## config.mk

```make
export PLATFORM = sky130hd
export DESIGN_NAME = array_feed_scheduler
export DESIGN_NICKNAME = d
export VERILOG_FILES = /design/src/rtl/hf_array_pkg.sv /design/src/rtl/array_feed_skid.sv /design/src/rtl/array_feed_scheduler.sv
export SDC_FILE = /design/constraint.sdc
export NUM_CORES = 1
export LEC_CHECK = 0
export CAP_MARGIN = 25
export CELL_PAD_IN_SITES_DETAIL_PLACEMENT = 1
export CELL_PAD_IN_SITES_GLOBAL_PLACEMENT = 2
export CORE_AREA = 2 2 98 100
export DETAILED_ROUTE_END_ITERATION = 12
export DIE_AREA = 0 0 100 102
export DONT_BUFFER_PORTS = 1
export GPL_ROUTABILITY_DRIVEN = 0
export PLACE_DENSITY_LB_ADDON = 0.1
export SLEW_MARGIN = 20
export SYNTH_ARGS = -nofsm -noshare
export SYNTH_HDL_FRONTEND = slang
export SYNTH_SLANG_ARGS = --single-unit
```

## constraint.sdc

```tcl
create_clock -name clk -period 3.3 [get_ports clk]
set_clock_uncertainty 0.05 [all_clocks]
set_input_delay 0.165 -clock clk [delete_from_list [all_inputs] [get_ports clk]]
set_output_delay 0.165 -clock clk [all_outputs]
set_load 0.005 [all_outputs]
```

## src/rtl/hf_array_pkg.sv

```systemverilog
// hf_array_pkg: shared lane width, default sizing and FSM encoding for the array feed path
package hf_array_pkg;
  localparam int LANE_W = 8;
  localparam int N_DEFAULT = 4;
  localparam int BEATS_DEFAULT = 7;
  localparam int TIMEOUT_DEFAULT = 15;
  typedef enum logic [1:0] {IDLE = 2'd0, STREAM = 2'd1, DRAIN = 2'd2} feed_state_e;
endpackage

```

## src/rtl/array_feed_skid.sv

```systemverilog
// array_feed_skid: 2-entry FIFO holding {last, data} beats captured one cycle after each lane read
module array_feed_skid #(
  parameter int W = 33
) (
  input  logic         clk,
  input  logic         resetn,
  input  logic         push,
  input  logic [W-1:0] push_data,
  input  logic         pop,
  output logic [W-1:0] head,
  output logic [1:0]   count
);
  logic [W-1:0] mem_q [2];
  logic [W-1:0] mem_d [2];
  logic wr_q, wr_d, rd_q, rd_d;
  logic [1:0] cnt_q, cnt_d;
  always_comb begin
    mem_d = mem_q;
    mem_d[wr_q] = push ? push_data : mem_q[wr_q];
    wr_d = wr_q ^ push;
    rd_d = rd_q ^ pop;
    cnt_d = cnt_q + 2'(push) - 2'(pop);
    head = mem_q[rd_q];
    count = cnt_q;
  end
  always_ff @(posedge clk or negedge resetn)
    if (!resetn) begin
      mem_q <= '{default: '0};
      wr_q <= 1'b0;
      rd_q <= 1'b0;
      cnt_q <= 2'd0;
    end else begin
      mem_q <= mem_d;
      wr_q <= wr_d;
      rd_q <= rd_d;
      cnt_q <= cnt_d;
    end
endmodule

```

## src/rtl/array_feed_scheduler.sv

```systemverilog
// array_feed_scheduler: reads N lane FIFOs in lock-step and feeds BEATS-beat bursts to the array row.
// Defining ARRAY_FEED_PERF_EN adds stall/starve/burst performance counters.
module array_feed_scheduler
  import hf_array_pkg::*;
#(
  parameter int N = N_DEFAULT,
  parameter int BEATS = BEATS_DEFAULT,
  parameter int TIMEOUT = TIMEOUT_DEFAULT
) (
  input  logic                clk,
  input  logic                resetn,
  input  logic                enable,
  input  logic [N-1:0]        lane_empty,
  input  logic [LANE_W*N-1:0] lane_data,
  output logic                global_re,
  output logic [LANE_W*N-1:0] feed_data,
  output logic                feed_valid,
  output logic                feed_last,
  input  logic                feed_ready,
  output logic                busy,
  output logic                desync_err
`ifdef ARRAY_FEED_PERF_EN
  ,
  output logic [31:0]         stall_cycles,
  output logic [31:0]         starve_cycles,
  output logic [15:0]         burst_count
`endif
);
  localparam int W = LANE_W * N + 1;
  localparam int DW = $clog2(TIMEOUT + 1);
  feed_state_e state_q, state_d;
  logic [2:0] beat_q, beat_d;
  logic inflight_q, inflight_d, last_pend_q, last_pend_d, err_q, err_d;
  logic [DW-1:0] desync_q, desync_d;
  logic [W-1:0] head;
  logic [1:0] skid_cnt;
  logic lanes_ready, lanes_mixed, pop, last_rd, drained;
  array_feed_skid #(.W(W)) u_skid (
    .clk       (clk),
    .resetn    (resetn),
    .push      (inflight_q),
    .push_data ({last_pend_q, lane_data}),
    .pop       (pop),
    .head      (head),
    .count     (skid_cnt)
  );
  always_ff @(posedge clk or negedge resetn)
    if (!resetn) begin
      state_q <= IDLE;
      beat_q <= '0;
      inflight_q <= 1'b0;
      last_pend_q <= 1'b0;
      desync_q <= '0;
      err_q <= 1'b0;
    end else begin
      state_q <= state_d;
      beat_q <= beat_d;
      inflight_q <= inflight_d;
      last_pend_q <= last_pend_d;
      desync_q <= desync_d;
      err_q <= err_d;
    end
  always_comb
    state_d = state_q == IDLE ? (enable ? STREAM : IDLE)
      : state_q == STREAM ? (last_rd ? DRAIN : STREAM)
      : state_q == DRAIN ? (drained ? (enable ? STREAM : IDLE) : DRAIN)
      : IDLE;
  // Skid occupancy plus the read still in flight bounds issue, so a capture never overflows the buffer
  always_comb begin
    lanes_ready = ~|lane_empty;
    lanes_mixed = |lane_empty & ~&lane_empty;
    global_re = state_q == STREAM && lanes_ready && (3'(skid_cnt) + 3'(inflight_q) < 3'd2);
    last_rd = global_re && beat_q == 3'(BEATS - 1);
    feed_valid = skid_cnt != 2'd0;
    feed_data = feed_valid ? head[W-2:0] : '0;
    feed_last = feed_valid && head[W-1];
    pop = feed_valid && feed_ready;
    drained = skid_cnt == 2'd0 && !inflight_q;
    busy = state_q != IDLE;
    desync_err = err_q;
  end
  always_comb begin
    beat_d = state_q != STREAM ? '0 : (global_re && beat_q != 3'(BEATS)) ? beat_q + 3'd1 : beat_q;
    inflight_d = global_re;
    last_pend_d = last_rd;
    desync_d = !lanes_mixed ? '0 : desync_q == DW'(TIMEOUT) ? desync_q : desync_q + 1'b1;
    err_d = err_q || desync_d == DW'(TIMEOUT);
  end
`ifdef ARRAY_FEED_PERF_EN
  logic [31:0] stall_q, stall_d, starve_q, starve_d;
  logic [15:0] burst_q, burst_d;
  always_comb begin
    stall_d = stall_q + 32'(feed_valid && !feed_ready);
    starve_d = starve_q + 32'(state_q == STREAM && !lanes_ready);
    burst_d = burst_q + 16'(pop && head[W-1]);
    stall_cycles = stall_q;
    starve_cycles = starve_q;
    burst_count = burst_q;
  end
  always_ff @(posedge clk or negedge resetn)
    if (!resetn) begin
      stall_q <= '0;
      starve_q <= '0;
      burst_q <= '0;
    end else begin
      stall_q <= stall_d;
      starve_q <= starve_d;
      burst_q <= burst_d;
    end
`endif
endmodule

```

* Word level (Yosys, flattened, before mapping)
Index checks and enable logic that the tools add are counted.
Cells by class: $lt $le $gt $ge 4, muxes and demuxes 21, reduce and logical (&&, ||, !) cells 19, equal/unequal tests 7, bitwise operators 5, $add $sub $neg 5
Operator list (count):
- 33-bit 2-to-1 mux | 8
- 66-bit bitwise mux | 1
- 33-bit demux with 1-bit select | 1
- 32-bit 2-to-1 mux | 1
- 2-bit 2-to-1 mux | 5
- 4-bit == test, second input constant | 2
- 1-bit logical AND | 8
- 4-bit 2-to-1 mux | 2
- 3-bit 2-to-1 mux | 2
- 2-bit nonzero test | 3
- 4-bit by 1-bit adder with 4-bit output, second input constant | 1
- 2-bit >= comparator, second input constant | 2
- 2-bit logical NOT | 2
- 1-bit inverter with 2-bit output | 2
- 4-bit AND reduction | 1
- 4-bit OR reduction | 1
- 2-bit by 1-bit adder with 3-bit output | 1
- 3-bit by 1-bit adder with 3-bit output, second input constant | 1
- 3-bit == test, second input constant | 1
- 1-bit logical NOT | 3
- 3-bit by 2-bit less-than comparator with 1-bit output, second input constant | 1
- 3-bit != test, second input constant | 1
- 2-bit by 1-bit adder with 2-bit output | 1
- 2-bit by 1-bit == test with 1-bit output, second input constant | 1
- 8 further kinds | 9
Storage, ports and cells: word-level logic and storage cells 72, input bits 40, register bits after elaboration 82, output and inout bits 37

* Longest topological paths before layout
depth after elaboration 8, gate-level depth with buffers 8, depth with buffers taken out 8

* Modules after synthesis
A second synthesis with hierarchy kept.
Unflattened totals: cells, all modules 291, area total of the unflattened synthesis 4071.4 um^2
Modules (own cells, without submodules):
- array_feed_skid | instances 1, area an instance 3186.8 um^2, cells an instance 190
- array_feed_scheduler | instances 1, area an instance 884.6 um^2, cells an instance 101

* Worst setup path before layout
No wires, ideal clock.
path type reg-to-reg, from reg u_skid.cnt_q[0], in the netlist u_skid.count[0], to reg u_skid.cnt_q[1], in the netlist u_skid.count[1], cell stages (with the launch flop) 9, setup slack 1.523 ns, period minus slack after synthesis 1.777 ns, required time 3.125 ns, arrival time 1.602 ns, path through dfrtp_1 nor2_2 inv_1 and2_1 ha_1 inv_1 ha_1 xnor2_1 xnor2_1
Between the ends: word-level cells in the longest chain between the ends 3, elaborated cells between the ends (all ways) 4, those cells by class add/sub (2); reduce/logical (2)
RTL lines:
- start: declaration | RTL line array_feed_skid.sv:16 | logic [1:0] cnt_q, cnt_d;
- start signal: assignment | RTL line array_feed_skid.sv:36 | cnt_q <= cnt_d;
- 2-bit nonzero test | RTL line array_feed_scheduler.sv:74 | feed_valid = skid_cnt != 2'd0;
- named net feed_valid | RTL line array_feed_scheduler.sv:17 | output logic feed_valid,
- 1-bit logical AND | RTL line array_feed_scheduler.sv:77 | pop = feed_valid && feed_ready;
- 2-bit by 1-bit subtractor with 2-bit output | RTL line array_feed_skid.sv:22 | cnt_d = cnt_q + 2'(push) - 2'(pop);
- named net u_skid.cnt_d[1] | RTL line array_feed_skid.sv:16
The timed path passes the listed nets, and every way through them passes these cells. A chain may end at the register's enable or synchronous reset.

* Worst setup path after layout
from reg u_skid.rd_q, to out feed_data[1]
Between the ends: word-level cells in the longest chain between the ends 5
RTL lines:
- start: declaration | RTL line array_feed_skid.sv:15 | logic wr_q, wr_d, rd_q, rd_d;
- start signal: assignment | RTL line array_feed_skid.sv:35 | rd_q <= rd_d;
- 1-bit inverter with 2-bit output (implied by the code) | RTL line array_feed_skid.sv:23 | head = mem_q[rd_q];
- 33-bit 2-to-1 mux (implied by the code) (3 in series) | RTL line array_feed_skid.sv:23
- 32-bit 2-to-1 mux | RTL line array_feed_scheduler.sv:75 | feed_data = feed_valid ? head[W-2:0] : '0;
- end: declaration | RTL line array_feed_scheduler.sv:16 | output logic [LANE_W*N-1:0] feed_data,
Every way passes these cells. The select of a mux whose other input is x is not followed.

==> flow_summary.yaml <==
detailed_routing:
  drt_pass1_iterations: 4
  wl_mm: 8.42
  ant_nets: 0
  viasPerCell: 5.34
  drt-initial-drc-count: 48
  wire_per_inst_microns: 19.0
  route.detailed.drc: 0
  via_count: 2367
sta:
  fin_crit_sh_pct: 57.1
  rsz0062_at_grt: "no"
  worst_pin_slew_ps: 904
  period_minus_slack_ps: 1880
  setup-tns-final_ps: 0
  finalMaxSlewViolations: 0
  slew_headroom_pct: 39.5
  finalSetupViolCount: 0
  finalHoldViolations: 0
  fmax_ghz: 0.531
clock_network:
  cts.clk_slew.worst_paths_ps: 80
  cts_buffers: 9
  postCtsSetupBuffers: 0
  cts_max_level: 3
  cts_buffer_depth: 2
  clkSinkCount: 82
  cts_tree: "yes"
  postCtsHoldBufs: 37
  root_buffer: "clkbuf_8"
  cts_resized: 0
  clkLatencyLatePin_ps: 340
power_and_ir_drop:
  irDropWorstVdd_mv: 0.324
  p_per_area_mw_per_mm2: 884
  p_leak_nw: 2.12
  power.total_mw: 4.06
global_routing:
  grt_pass1_vias: 2579
  grt-ovfl-total: 0
  grtUsageTotal_pct: 17.4
  grt_pass1_wl_mm: 13.6
  grt_max_degree: 83
  antenna_found_initial: 1
worst_hold_path:
  whs_path_depth: 2
  min_from: "feed_ready"
  hold_end: "u_skid.rd_q"
  hp-class: "input port to flop"
final_layout:
  final_cell_area_sq_mm: 0.00459
  area_growth_pct: 17.4
  final_nets: 374
  layout-drive-gt1-share_pct: 29.0
critical_path:
  reg2reg_from: "u_skid.count[0]"
  r2r_cells: 8
  worst_ep_required_time_ps: 3080
  end_kind: "primary output"
  reg2reg_to: "u_skid.count[1]"
  cp.arrival_ps: 1670
  critPathKind: "flop to primary output"
  cp_max_fo: 20
  worst_setup_path_start_kind: "flop"
  r2r_slack_ps: 1480
synthesis:
  yosysWarnings: 0
  synth_top_area_cell: "dfrtp_1"
  ys_async_sr_fraction_pct: 100
  syn_avg_cell_area_sq_um: 13.4
  seq_area_frac_synth_pct: 52.5
  synth_ff_type: "dfrtp_1"
  synthTopCellsByCount: "dfrtp_1 (82), nor2_1 (38), mux2_2 (36)"
  synth.top_cell.area_share_pct: 52.5
  synth_nets: 338
  synth_area_leaders: "dfrtp_1 (52%), mux2_4 (12%), mux2_2 (10%)"
  syn_inst: 292
  synth_seq_cells: 82
  synth_edf_count: 0
  synth.distinct_cells: 36
  syn_area_sq_mm: 0.00391
  yosysMostFrequentCell: "dfrtp_1"
floorplanning:
  rows: 35
  pin_count: 77
  die_y_microns: 102
  dieWidth_microns: 100
  die-area_sq_mm: 0.0102
  core_area_sq_mm: 0.00911
  initial_core_util_pct: 42.9
run:
  max_cap_viol_count: 0
outcome:
  status: "finished, final reports clean"
place:
  hpwl_mm: 5.13
  io_buffers: 0
  place_area_sq_mm: 0.00398
per-stage QoR:
| step | utilization, % | cells | setup WS (ps) | hold slack, ps |
|---|---|---|---|---|
| CTS | 50.2 | 441 | 1140 | 6.56 |
| detailed placement | 43.6 | 390 | 1470 | -179 |
| floorplan | - | 292 | 1520 | -181 |
| finish | 50.4 | 443 | 1420 | 16.7 |
| global route | 50.4 | 443 | 1310 | 9.60 |
| global placement | 43.6 | 390 | 1510 | -178 |
placed cells by master (no fill, tap or decap), drive strengths merged, types with 2 or more instances in the layout:
cell type    instances
clkinv               2
a21oi                3
nor2b                2
ha                   6
o41ai                2
nand4                2
mux2                66
xnor2                3
nor3                 3
o21ai                3
buf                  4
xor2                 2
a211oi               2
dlygate4sd3         36
bufinv               2
inv                  8
dfrtp               82
clkbuf               9
nor2                39
nand3                4
nand2                5
mux2i               34
layout make-up:
cell class	instances	area, sq um
Fill cell	927	4520
Sequential cell	82	2050
Multi-Input combinational cell	187	1740
Timing Repair Buffer	40	423
Tap cell	111	139
Clock buffer	9	124
Clock inverter	5	81.3
Inverter	8	30.0
Antenna cell	1	2.50
critical path, stage by stage (launching register included):
cell and delay [ps]:
dfrtp_2 700, buf_12 270, mux2i_1 260, nor2_1 90
how the worst max path moves through the flow:
stage	startpoint	end	cells after the start	slack (ps)
after floorplan	u_skid.count[0]	u_skid.count[1]	8	1520
after global placement	inflight_q	u_skid.mem_q[46]	3	1510
after detailed placement	u_skid.count[0]	u_skid.count[1]	8	1470
after CTS	u_skid.rd_q	feed_data[21]	2	1140
after global routing	u_skid.rd_q	feed_data[1]	3	1310
final	u_skid.rd_q	feed_data[1]	3	1420
flip-flops by register name, indices dropped and copies added, names as in the netlist, 2 cells and up:
register,flops
u_skid.mem_q,66
state_q,2
u_skid.count,2
beat_q,3
desync_q,4
kinds of logic after synthesis:
family / after synthesis / share of synthesized area (%)
mux: 100 / 30.6
flops: 82 / 52.5
simple gates: 61 / 7.27
buf+inv: 23 / 3.42
compound gates: 15 / 3.17
fa+ha+maj: 6 / 1.92
xor+xnor: 5 / 1.12
routing by layer:
layer  GRT usage [%]  share of wire [%]  up-vias
met5               0                  0        -
met4            6.64                1.2        0
met3            4.65                5.0        8
met2            27.7                 47       49
met1            23.1                 46     1221
li1                -                  -     1089
report_power, final:
part	total, mW	switching (mW)	internal, mW
Clock	0.779	0.361	0.418
Combinational	1.46	0.661	0.802
Sequential	1.82	0.348	1.47
No activity file was read; power rests on OpenSTA's default activity.
